[src/rtl/if_fetch_unit.sv]
// Instruction-fetch stage: owns the PC, fetches 16-bit words over a req/ack
// handshake and presents them (with PC+2) to the IF/ID register.
module if_fetch_unit #(
  parameter logic [15:0] RESET_PC  = 16'h0000,
  parameter logic [15:0] NOP_INSTR = 16'hC000,
  parameter logic [15:0] PC_STEP   = 16'd2
) (
  input  logic        clk_i,
  input  logic        rst_i,
  input  logic        DHZ_i,
  input  logic        CHZ_i,
  input  logic [15:0] branch_target_i,
  output logic        imem_req_o,
  output logic [15:0] imem_addr_o,
  input  logic        imem_ack_i,
  input  logic [15:0] imem_rdata_i,
  output logic [15:0] Instruction_o,
  output logic [15:0] PCadder1_sum_o,
  output logic        fetch_valid_o
);

  typedef enum logic [1:0] {IDLE, FETCH, VALID} state_t;

  state_t      state;
  logic [15:0] pc;
  logic [15:0] ibuf;
  logic        req_q;
  logic        vld_q;
  logic [15:0] tgt;

  assign tgt = {branch_target_i[15:1], 1'b0};

  // ibuf doubles as the registered instruction output: it holds NOP_INSTR
  // whenever the stage is not VALID, so no output mux is needed.
  always_ff @(posedge clk_i or posedge rst_i) begin
    if (rst_i) begin
      state <= IDLE;
      pc    <= RESET_PC;
      ibuf  <= NOP_INSTR;
      req_q <= 1'b0;
      vld_q <= 1'b0;
    end else begin
      case (state)
        IDLE: begin
          state <= FETCH;
          req_q <= 1'b1;
          if (CHZ_i) pc <= tgt;
        end
        FETCH: begin
          // A redirect abandons the in-flight request, acked or not.
          if (CHZ_i) begin
            pc <= tgt;
          end else if (imem_ack_i) begin
            ibuf  <= imem_rdata_i;
            state <= VALID;
            req_q <= 1'b0;
            vld_q <= 1'b1;
          end
        end
        VALID: begin
          if (CHZ_i) begin
            ibuf  <= NOP_INSTR;
            pc    <= tgt;
            state <= FETCH;
            req_q <= 1'b1;
            vld_q <= 1'b0;
          end else if (!DHZ_i) begin
            ibuf  <= NOP_INSTR;
            pc    <= pc + PC_STEP;
            state <= FETCH;
            req_q <= 1'b1;
            vld_q <= 1'b0;
          end
        end
        default: begin
          state <= IDLE;
          ibuf  <= NOP_INSTR;
          req_q <= 1'b0;
          vld_q <= 1'b0;
        end
      endcase
    end
  end

  assign imem_req_o     = req_q;
  assign imem_addr_o    = pc;
  assign Instruction_o  = ibuf;
  assign fetch_valid_o  = vld_q;
  assign PCadder1_sum_o = pc + PC_STEP;

endmodule

[config.mk]
export PLATFORM = sky130hd
export DESIGN_NAME = if_fetch_unit
export DESIGN_NICKNAME = d
export VERILOG_FILES = /design/src/rtl/if_fetch_unit.sv
export SDC_FILE = /design/constraint.sdc
export NUM_CORES = 1
export LEC_CHECK = 0
export ABC_AREA = 1
export CAP_MARGIN = 20
export CORE_UTILIZATION = 35
export CTS_CLUSTER_DIAMETER = 30
export DETAILED_ROUTE_END_ITERATION = 12
export PLACE_DENSITY_LB_ADDON = 0.05
export SYNTH_ARGS = -nofsm -noshare
export SYNTH_HDL_FRONTEND = slang
export SYNTH_SLANG_ARGS = --single-unit
[constraint.sdc]
create_clock -name clk_i -period 1.4 [get_ports clk_i]
set_input_delay 0.28 -clock clk_i [delete_from_list [all_inputs] [get_ports clk_i]]
set_output_delay 0.28 -clock clk_i [all_outputs]
set_load 0.01 [all_outputs]
==> results by group, run 1 <==
Floorplan
  – Die Width: about 75 µm
  – Die height: ~75 µm
  – Starting Density: 36.71%
  – # rows: 26
  – I/O pins: 87
  – Core Box Area: 5140 µm²
  – Die area: 5688 µm²

Clocking
  – CTS max path bufs: 2
  – Clk slew on worst S/H paths: ~0.07 ns
  – Hold buffers post-CTS: 0
  – CTS tree: done
  – Clk sinks: 34
  – Clock latency on the worst-skew pair: approximately 0.29 ns
  – Clock root cell: clkbuf_8
  – Num CTS Buffers: 5
  – H-tree levels: 2

Critical path
  – Worst path required time: around 1.1 ns
  – CP Capture Type: output pin
  – Arrival @ worst endpoint: 1.58 ns
  – Setup crit start kind: flip-flop
  – Max FO, Critical Path: 3
  – WS Path Type: flip-flop to output pin

Global route
  – GR Overflow Total: 0
  – Routing usage on met1: between 20 and 30%
  – Grt met3 use: ~3.3%
  – Gr usage total: 20.79%
  – Pin count of the biggest net entering global routing: 35
  – First-pass GRT wire length: 8.742 mm
  – Met2 Use GR: 34.03%
  – Vias in the first global route: 1895
  – Initial antenna violation count: 0
  – Most used routing layer: met2

Logic synthesis
  – Post-synthesis register bit count: 34
  – Synth Area in Compound Gates: 9.483%
  – Synth Area in Simple Gates: approximately 33%
  – Mean area per synthesized cell: 7.370 µm²
  – Synth warn: 0
  – Adder-cell share of the synthesized area: 0.6631%
  – Top cells by count, synth: nand2_1 (115), dfrtp_1 (32), inv_1 (22)
  – Area share of the largest cell type after synthesis: 42.44%
  – Distinct cells, synth: 27
  – Fraction of registers with async set/reset: between 90% and 100%
  – Synth Instances: 256
  – Largest family of logic cells by synthesized area: simple AND/OR/NAND/NOR gates
  – Top FF cell, synth: dfrtp_1
  – Sequential area share after synthesis: 45.23%
  – Post-synth EDFFs: 0
  – Yosys top cell by area: dfrtp_1
  – Synthesized area: 1887 µm²
  – Mux contribution to synthesized area: 0%
  – Top-count cell post-synth: nand2_1
  – Post-Synth XOR/XNOR Area: approximately 3.2%
  – Synth area leaders: dfrtp_1 (42%), nand2_1 (23%), inv_1 (4.4%)

Final layout
  – Area of the multi-input gates: about 1100 µm²
  – Final instance area: 3445 µm²
  – P&R area growth vs syn: 82.56%
  – Nets: between 400 and 500
  – Fill count: between 400 and 500
  – Reg area: 854.6 µm²
  – Antenna diodes: 0
  – Share of layout cells above drive strength 1: 34.01%

Worst hold path
  – Min-delay worst type: primary input to async pin

Timing
  – Slew Viols, Final: 0
  – Final Hold Vio Count: 0
  – FMAX: 0.5367 GHz
  – Minimum clock period: 1.863 ns
  – Period utilization: 133.1%
  – Clock Skew: 0.003758 ns
  – Final WS setup: -0.4632 ns
  – Setup_tns: -5.162 ns
  – RSZ-0062 raised after global routing: yes
  – Final setup vio count: 23

Place
  – GP Congestion: 0.7530
  – DP Area: slightly above 3000 µm²
  – DP HPWL: roughly 3.9 mm
  – Port bufs: 83

Pwr
  – Pleak: 0.001743 µW
  – PD cells: approximately 2200 nW/µm²
  – Tot Pwr: 7545 µW
  – Peak supply drop: between 1 and 1.5 mV

Status
  – Failing checks: setup timing
  – Status: finished, violations left

Routing
  – Post-Route WL: a little under 6 mm
  – DR iter-0 viols: 83
  – Routed wire per std cell: 12.77 µm
  – Residual DRC: 0
  – Post-DRT Antenna Nets: 0
  – Via/cell ratio: roughly 4.6
  – Vias: 2154
  – Initial DRT Pass Iterations: 4

Flow run
  – Maxcap violations: 0
-- area by class of cell --
class | instances | share of cell area (%)
clock inverters | 2 | 0.3632
repair inverters | 1 | 0.2179
flip-flops and latches | 34 | 24.81
inverters | 24 | 2.870
well taps | 70 | 2.543
repair buffers | 139 | 35.92
clock buffers | 6 | 2.397
multi-input cells | 191 | 30.88
-- through the flow --
step	setup slack [ns]	hold WS [ns]	std cells	util, %
2_1_floorplan	-0.07513	0.3896	257	-
5_1_grt	-0.5182	0.3730	467	67.02
3_3_place_gp	-0.4944	0.4505	438	59.13
6_report	-0.4632	0.3462	467	67.02
3_5_place_dp	-0.5151	0.4570	438	59.13
4_1_cts	-0.4250	0.3532	460	63.90
-- flip-flops by register name (all words and copies together), names as in the netlist --
name	cells
Instruction_o	16
imem_addr_o	15
fetch_valid_o	1
imem_req_o	1
state	1
-- worst max-delay path, cell delays in order (launching register included) --
cell,delay (ns)
dfrtp_1,0.42
ha_4,0.18
nand2_2,0.06
nor2_4,0.13
nand2_2,0.10
o21bai_1,0.17
nand2_1,0.08
buf_2,0.14
-- power breakdown --
| part | leakage [µW] | switching (µW) | internal [µW] |
|---|---|---|---|
| Sequential | 0.000417 | 351 | 1450 |
| Clock | 0.0000472 | 388 | 396 |
| Combinational | 0.00128 | 2480 | 2480 |
-- kinds of logic (layout without fill, tap and decap cells) --
| group | count (synthesis) | count (layout) |
|---|---|---|
| buffers and inverters | 32 | 172 |
| adder cells (fa/ha/maj) | 1 | 1 |
| other | 1 | 2 |
| AND/OR/NAND/NOR | 155 | 155 |
| XOR/XNOR | 7 | 7 |
| flip-flops | 34 | 34 |
| AO/OA/AOI/OAI | 26 | 26 |
-- layer usage --
metal,vias to the layer above,routed length (µm)
li1,1071,-
met3,9,318
met4,0,119
met5,-,0
met1,1005,2710
met2,69,2813
-- path summary, 6_finish.rpt --
kind	to	slack, ns	cells after the start	startpoint
max	PCadder1_sum_o[11]	-0.46	7	imem_addr_o[2]$_DFFE_PP0P_
min	Instruction_o[6]$_DFFE_PP0P_	0.35	3	rst_i
max reg2reg	imem_addr_o[11]$_DFFE_PP0P_	-0.05	9	imem_req_o$_DFFE_PP0P_
min reg2reg	Instruction_o[15]$_DFFE_PP1P_	0.46	2	Instruction_o[15]$_DFFE_PP1P_
max in group asynchronous	Instruction_o[14]$_DFFE_PP1P_	0.80	3	rst_i
min in group clk_i	state[1]$_DFFE_PP0P_	0.46	4	CHZ_i
-- repair_timing --
item                                    in CTS  in global routing
gates cloned                                 1                  1
resized for setup                          137                 43
endpoints found under the setup margin      69                 55
setup buffers                               13                  8
pin swaps                                   22                 29
-- cells in the final DEF (no fill, tap or decap), types with 5 or more instances in the layout --
cell and instances:
nand3_2 5, buf_2 14, nor2_1 9, buf_4 44
nand2_2 12, nand4_1 6, nor2_4 5, nand2_1 104
inv_1 18, clkdlybuf4s15_1 9, nand3_1 7, clkdlybuf4s50_1 34
buf_6 11, nor2_2 6, clkbuf_8 6, o21a_1 10
dfrtp_1 31, dlygate4sd2_1 19
(Power assumes the default switching activity.)
==> run 2, diff against run 1 <==
--- a/config.mk
+++ b/config.mk
@@ -10,6 +10,7 @@
 export CORE_UTILIZATION = 35
 export CTS_CLUSTER_DIAMETER = 30
 export DETAILED_ROUTE_END_ITERATION = 12
+export GPL_ROUTABILITY_DRIVEN = 0
 export PLACE_DENSITY_LB_ADDON = 0.05
 export SYNTH_ARGS = -nofsm -noshare
 export SYNTH_HDL_FRONTEND = slang
==> constraint.sdc (replaced) <==
create_clock -name clk_i -period 1.9 [get_ports clk_i]
set_input_delay 0.38 -clock clk_i [delete_from_list [all_inputs] [get_ports clk_i]]
set_output_delay 0.38 -clock clk_i [all_outputs]
set_load 0.01 [all_outputs]
==> run 2 against run 1 <==
The flow still finishes with violations (setup timing). Routed wire length fell by 8.0%. Sequential cell count did not move. Final cell count fell by 2.6%. Clock power fell by 30%.
==> results by group, run 2 (synthesized netlist as in run 1, its figures left out) <==
Timing
  – Slew Viols, Final: 0 (unchanged)
  – Final WS setup: -0.04368 ns (was -0.4632 ns)
  – FMAX: 0.5145 GHz
  – Final setup vio count: 2 (was 23)
  – Clock Skew: 0.008421 ns (was 0.003758 ns)
  – Final Hold Vio Count: 0 (unchanged)
  – Setup_tns: -0.06737 ns (was -5.162 ns)
  – Max-slew headroom: 53.23%
  – Hold slack: 0.4438 ns (was 0.3462 ns)
  – Worst-Margin Slew: 0.7015 ns
  – Period utilization: 102.3%
  – Minimum clock period: slightly below 2 ns
  – RSZ-0062 raised after global routing: yes (unchanged)

Final layout
  – Nets: 422 (was 434)
  – Commonest non-fill, non-tap cell in the layout: nand2_1 (unchanged)
  – Antenna diodes: 0 (unchanged)
  – P&R area growth vs syn: 73.47% (was 82.56%)
  – Share of layout cells above drive strength 1: 25.45% (was 34.01%)
  – Largest register FFs: 16 (unchanged)
  – Most frequent cells in the layout: nand2_1 (109), clkdlybuf4s50_1 (68), buf_4 (39) (was nand2_1 (104), buf_4 (44), clkdlybuf4s50_1 (34))

Flow run
  – Maxcap violations: 0 (unchanged)

Global route
  – GR Overflow Total: 0 (unchanged)
  – Gr usage total: 20.89% (was 20.79%)
  – Most used routing layer: met2 (unchanged)
  – First-pass GRT wire length: 8.859 mm (was 8.742 mm)
  – Vias in the first global route: 1955 (was 1895)
  – Initial antenna violation count: 0 (unchanged)
  – Pin count of the biggest net entering global routing: 35 (unchanged)
  – Grt met3 use: 3.836% (was 3.307%)
  – Met2 Use GR: 32.94% (was 34.03%)
  – Routing usage on met1: 29.02% (was 28.01%)

Critical path
  – Setup crit start kind: flip-flop (unchanged)
  – Crit path launch: imem_addr_o[2]$_DFFE_PP0P_ (unchanged)
  – Arrival @ worst endpoint: 1.56 ns (was 1.58 ns)
  – Reg2reg setup slack: 0.12 ns (was -0.05 ns)
  – WS Path Type: flip-flop to output pin (unchanged)
  – Path depth of the worst reg2reg path: 13 (was 9)
  – End of the critical path: PCadder1_sum_o[15] (was PCadder1_sum_o[11])
  – FF-to-FF End: imem_addr_o[8]$_DFFE_PP0P_ (was imem_addr_o[11]$_DFFE_PP0P_)
  – CP Capture Type: output pin (unchanged)
  – Max FO, Critical Path: 3 (unchanged)
  – Reg2reg start: imem_addr_o[2]$_DFFE_PP0P_ (was imem_req_o$_DFFE_PP0P_)
  – Worst path required time: 1.52 ns (was 1.12 ns)

Floorplan
  – Die area: 5688 µm² (unchanged)
  – Die height: 75.42 µm (unchanged)
  – # rows: 26 (unchanged)
  – Core Box Area: 5140 µm² (unchanged)
  – I/O pins: 87 (unchanged)
  – Starting Density: 36.71% (unchanged)
  – Die Width: 75.42 µm (unchanged)

Clocking
  – Num CTS Buffers: 5 (unchanged)
  – Clk sinks: 34 (unchanged)
  – CTS tree: done (unchanged)
  – Clock latency on the worst-skew pair: 0.29 ns (about the same)
  – Hold buffers post-CTS: 0 (unchanged)
  – H-tree levels: 2 (unchanged)
  – CTS max path bufs: 2 (unchanged)
  – Clock root cell: clkbuf_8 (unchanged)
  – Clk slew on worst S/H paths: 0.07 ns (about the same)

Pwr
  – Switching portion of total power: 41.00% (was 42.61%)
  – P_sw: 2148 µW (was 3215 µW)
  – PD cells: 1601 nW/µm² (was 2190 nW/µm²)
  – Comb pwr share: 64.0% (was 65.7%)
  – Clock share of power: 10.5% (was 10.4%)
  – Peak supply drop: 0.7415 mV (was 1.089 mV)
  – Register share of total power: 25.5% (was 23.9%)
  – Int Pwr: 3091 µW (was 4330 µW)
  – Pleak: 0.001608 µW (was 0.001743 µW)

Routing
  – Post-Route WL: 5.484 mm (was 5.962 mm)
  – Residual DRC: 0 (unchanged)
  – Post-DRT Antenna Nets: 0 (unchanged)
  – Vias: 2040 (was 2154)
  – Initial DRT Pass Iterations: 4 (unchanged)
  – Routed wire per std cell: 12.05 µm (was 12.77 µm)
  – Via/cell ratio: 4.484 (was 4.612)
  – DR iter-0 viols: 59 (was 83)

Place
  – DP HPWL: 3.890 mm (was 3.866 mm)
  – Port bufs: 83 (unchanged)

Status
  – Failing checks: setup timing (unchanged)
  – Status: finished, violations left (unchanged)

Worst hold path
  – Min-delay worst type: primary input to async pin (unchanged)
-- run 2: worst max-delay path: stages, from the launching register on --
cell	delay [ns]
dfrtp_1	0.41
ha_4	0.19
nand3_4	0.09
nor2_4	0.14
buf_6	0.12
nand4_1	0.10
nand2_1	0.10
buf_2	0.13
-- run 2: final cells by class --
| class | count | area, µm² |
|---|---|---|
| clock inverter | 1 | 5.005 |
| sequential | 34 | 854.6 |
| timing repair buffer | 128 | 1145 |
| multi-input combinational | 191 | 1005 |
| clock buffer | 7 | 86.33 |
| inverter | 24 | 90.09 |
| tap | 70 | 87.58 |
| fill | 502 | 1867 |
-- run 2: per-layer routing --
metal | part of all wire [%] | vias to the layer above
li1 | - | 1052
met1 | 48 | 926
met2 | 46 | 57
met3 | 4.9 | 5
met4 | 0.95 | 0
met5 | 0 | -
-- run 2: worst min-delay path by stage --
stage | start | end
4_1_cts | rst_i | imem_addr_o[4]$_DFFE_PP0P_
2_1_floorplan | Instruction_o[14]$_DFFE_PP1P_ | Instruction_o[14]$_DFFE_PP1P_
6_report | rst_i | imem_addr_o[4]$_DFFE_PP0P_
5_1_grt | rst_i | Instruction_o[13]$_DFFE_PP0P_
3_3_place_gp | Instruction_o[14]$_DFFE_PP1P_ | Instruction_o[14]$_DFFE_PP1P_
3_5_place_dp | Instruction_o[14]$_DFFE_PP1P_ | Instruction_o[14]$_DFFE_PP1P_
-- run 2: what timing repair did --
action,CTS,global route
setup buffers,11,3
pin swaps,8,14
resized for setup,56,27
endpoints found under the setup margin,14,14
-- run 2: metrics by stage --
stage | util [%] | area [µm²] | std cells | total power, µW | setup WS, ns
4_1_cts | 62.22 | 3198 | 454 | 5154 | -0.1051
6_report | 63.68 | 3273 | 455 | 5240 | -0.04368
2_1_floorplan | - | 1891 | 257 | 2765 | 0.2827
3_3_place_gp | 58.79 | 3022 | 435 | 4456 | -0.1280
3_5_place_dp | 58.79 | 3022 | 435 | 4503 | -0.1502
5_1_grt | 63.68 | 3273 | 455 | 5693 | -0.1405
-- run 2: power by group through the flow --
stage	clock (µW)	sequential [µW]	combinational, µW
after floorplan	0	1510	1250
after global placement	0	1310	3140
after detailed placement	0	1320	3180
after CTS	570	1310	3270
after global routing	601	1380	3710
final	552	1340	3350
==> run 3, diff against run 2 <==
--- a/config.mk
+++ b/config.mk
@@ -7,6 +7,7 @@
 export LEC_CHECK = 0
 export ABC_AREA = 1
 export CAP_MARGIN = 20
+export CORE_ASPECT_RATIO = 2
 export CORE_UTILIZATION = 35
 export CTS_CLUSTER_DIAMETER = 30
 export DETAILED_ROUTE_END_ITERATION = 12
==> run 3 against run 2 <==
The run still ends with setup timing left. Sequential cell count unchanged. Cell area grew 0.11%. Sequential power about the same. Combinational power hardly changed. Critical path depth unchanged. First-iteration DRC count shrank 49%. Final cell count down 2.6%. Largest power group unchanged. Via count decreased by 0.64%. Die area is 0.31% higher. Register-to-register slack better by 0.15 ns. Sequential share of layout area about the same.
==> results by group, run 3 (synthesized netlist as in run 1, its figures left out) <==
Global route
  – Gr usage total: 21.23% (was 20.89%)
  – Pin count of the biggest net entering global routing: 20 (was 35)
  – First-pass GRT wire length: 8.818 mm (was 8.859 mm)
  – Initial antenna violation count: 0 (unchanged)
  – GR Overflow Total: 0 (unchanged)
  – Vias in the first global route: 1941 (was 1955)

Clocking
  – Hold buffers post-CTS: 0 (unchanged)
  – CTS max path bufs: 2 (unchanged)
  – Num CTS Buffers: 5 (unchanged)
  – Clk sinks: 34 (unchanged)
  – Clock root cell: clkbuf_8 (unchanged)
  – Clock latency on the worst-skew pair: 0.28 ns (was 0.29 ns)
  – H-tree levels: 2 (unchanged)
  – Clk slew on worst S/H paths: 0.07 ns (about the same)
  – CTS tree: done (unchanged)

Flow run
  – Maxcap violations: 0 (unchanged)

Pwr
  – PD cells: 1587 nW/µm² (was 1601 nW/µm²)
  – Peak supply drop: 0.9814 mV (was 0.7415 mV)
  – Pleak: 0.001607 µW (was 0.001608 µW)

Critical path
  – CP Capture Type: output pin (unchanged)
  – Arrival @ worst endpoint: 1.54 ns (was 1.56 ns)
  – WS Path Type: flip-flop to output pin (unchanged)
  – Setup crit start kind: flip-flop (unchanged)
  – Worst path required time: 1.52 ns (about the same)
  – Max FO, Critical Path: 3 (unchanged)

Floorplan
  – Starting Density: 36.39% (was 36.71%)
  – Die height: 105.8 µm (was 75.42 µm)
  – I/O pins: 87 (unchanged)
  – Core Box Area: 5185 µm² (was 5140 µm²)
  – # rows: 37 (was 26)
  – Die area: 5706 µm² (was 5688 µm²)
  – Die Width: 53.92 µm (was 75.42 µm)

Routing
  – Routed wire per std cell: 12.40 µm (was 12.05 µm)
  – Residual DRC: 0 (unchanged)
  – Post-Route WL: 5.493 mm (was 5.484 mm)
  – Initial DRT Pass Iterations: 4 (unchanged)
  – DR iter-0 viols: 30 (was 59)
  – Via/cell ratio: 4.576 (was 4.484)
  – Post-DRT Antenna Nets: 0 (unchanged)
  – Vias: 2027 (was 2040)

Status
  – Failing checks: setup timing (unchanged)
  – Status: finished, violations left (unchanged)

Timing
  – Final setup vio count: 5 (was 2)
  – Clock Skew: 0.002002 ns (was 0.008421 ns)
  – Slew Viols, Final: 0 (unchanged)
  – Final WS setup: -0.01506 ns (was -0.04368 ns)
  – Final Hold Vio Count: 0 (unchanged)
  – FMAX: 0.5222 GHz (was 0.5145 GHz)
  – RSZ-0062 raised after global routing: yes (unchanged)
  – Max-slew headroom: 56.80% (was 53.23%)
  – Minimum clock period: 1.915 ns (was 1.944 ns)
  – Period utilization: 100.8% (was 102.3%)
  – Worst-Margin Slew: 0.6479 ns (was 0.7015 ns)

Final layout
  – P&R area growth vs syn: 73.67% (was 73.47%)
  – Nets: 422 (unchanged)
  – Core Util, Final: 63.20% (was 63.68%)
  – Largest register FFs: 16 (unchanged)
  – Antenna diodes: 0 (unchanged)
  – Share of layout cells above drive strength 1: 25.71% (was 25.45%)
  – Commonest non-fill, non-tap cell in the layout: nand2_1 (unchanged)
  – Final instance area: 3277 µm² (was 3273 µm²)
  – Most frequent cells in the layout: nand2_1 (108), clkdlybuf4s50_1 (68), buf_4 (39) (was nand2_1 (109), clkdlybuf4s50_1 (68), buf_4 (39))

Place
  – DP Area: 2974 µm² (was 3022 µm²)
  – DP HPWL: 4.130 mm (was 3.890 mm)
  – Setup WS pre-CTS: -0.1962 ns (was -0.1502 ns)
  – Port bufs: 83 (unchanged)

Worst hold path
  – Min-delay worst type: primary input to async pin (unchanged)
[run 3: worst paths after layout]
kind,startpoint,to,slack (ns),depth (start not counted)
max in group asynchronous,rst_i,Instruction_o[15]$_DFFE_PP1P_,1.20,3
worst min register to register,Instruction_o[14]$_DFFE_PP1P_,Instruction_o[14]$_DFFE_PP1P_,0.46,2
min in group clk_i,Instruction_o[14]$_DFFE_PP1P_,Instruction_o[14]$_DFFE_PP1P_,0.46,2
worst min-delay path,rst_i,imem_addr_o[2]$_DFFE_PP0P_,0.44,3
worst max-delay path,imem_addr_o[2]$_DFFE_PP0P_,PCadder1_sum_o[15],-0.02,7
worst max register to register,imem_addr_o[2]$_DFFE_PP0P_,imem_addr_o[6]$_DFFE_PP0P_,0.27,12
[run 3: worst max-delay path, cell delays in order (launching register included)]
cell     delay (ns)
dfrtp_1        0.42
ha_4           0.19
nand3_4        0.09
nor2_4         0.11
buf_6          0.11
nand4_1        0.09
nand2_1        0.10
buf_2          0.13
[run 3: power breakdown]
part           switching, µW  total (µW)  internal [µW]  leakage, µW
sequential               284        1360           1080     0.000415
clock                    260         514            254    0.0000450
combinational           1620        3330           1700      0.00115
total                   2170        5200           3030      0.00161
[run 3: per-stage QoR]
| stage | power, µW | hold WS [ns] | cells | setup TNS, ns |
|---|---|---|---|---|
| floorplan | 2765 | 0.4653 | 257 | 0 |
| global placement | 4436 | 0.4491 | 422 | -0.8099 |
| detailed placement | 4450 | 0.4539 | 422 | -0.8686 |
| CTS | 5098 | 0.4469 | 439 | -0.4812 |
| global route | 5620 | 0.4835 | 443 | -0.6362 |
| finish | 5199 | 0.4438 | 443 | -0.05110 |
[run 3: metal layers]
metal | vias up | track usage, % | part of all wire (%)
met1 | 906 | 21.77 | 36
met5 | - | 0 | 0
met3 | 11 | 4.329 | 4.8
li1 | 1048 | - | -
met2 | 62 | 38.27 | 56
met4 | 0 | 9.398 | 2.7
[run 3: cell type report]
cell class / count / area [µm²]
multi-input cells: 191 / 1039
inverters: 24 / 90.09
fillers: 481 / 1908
well taps: 58 / 72.57
clock inverters: 2 / 10.01
flip-flops and latches: 34 / 857.1
clock buffers: 6 / 72.57
repair buffers: 128 / 1136
[run 3: what timing repair did]
action | 4_1_cts | 5_1_grt
pin swaps | 9 | 13
buffers inserted | 9 | 4
endpoints found under the setup margin | 14 | 13
gates resized for setup | 57 | 32
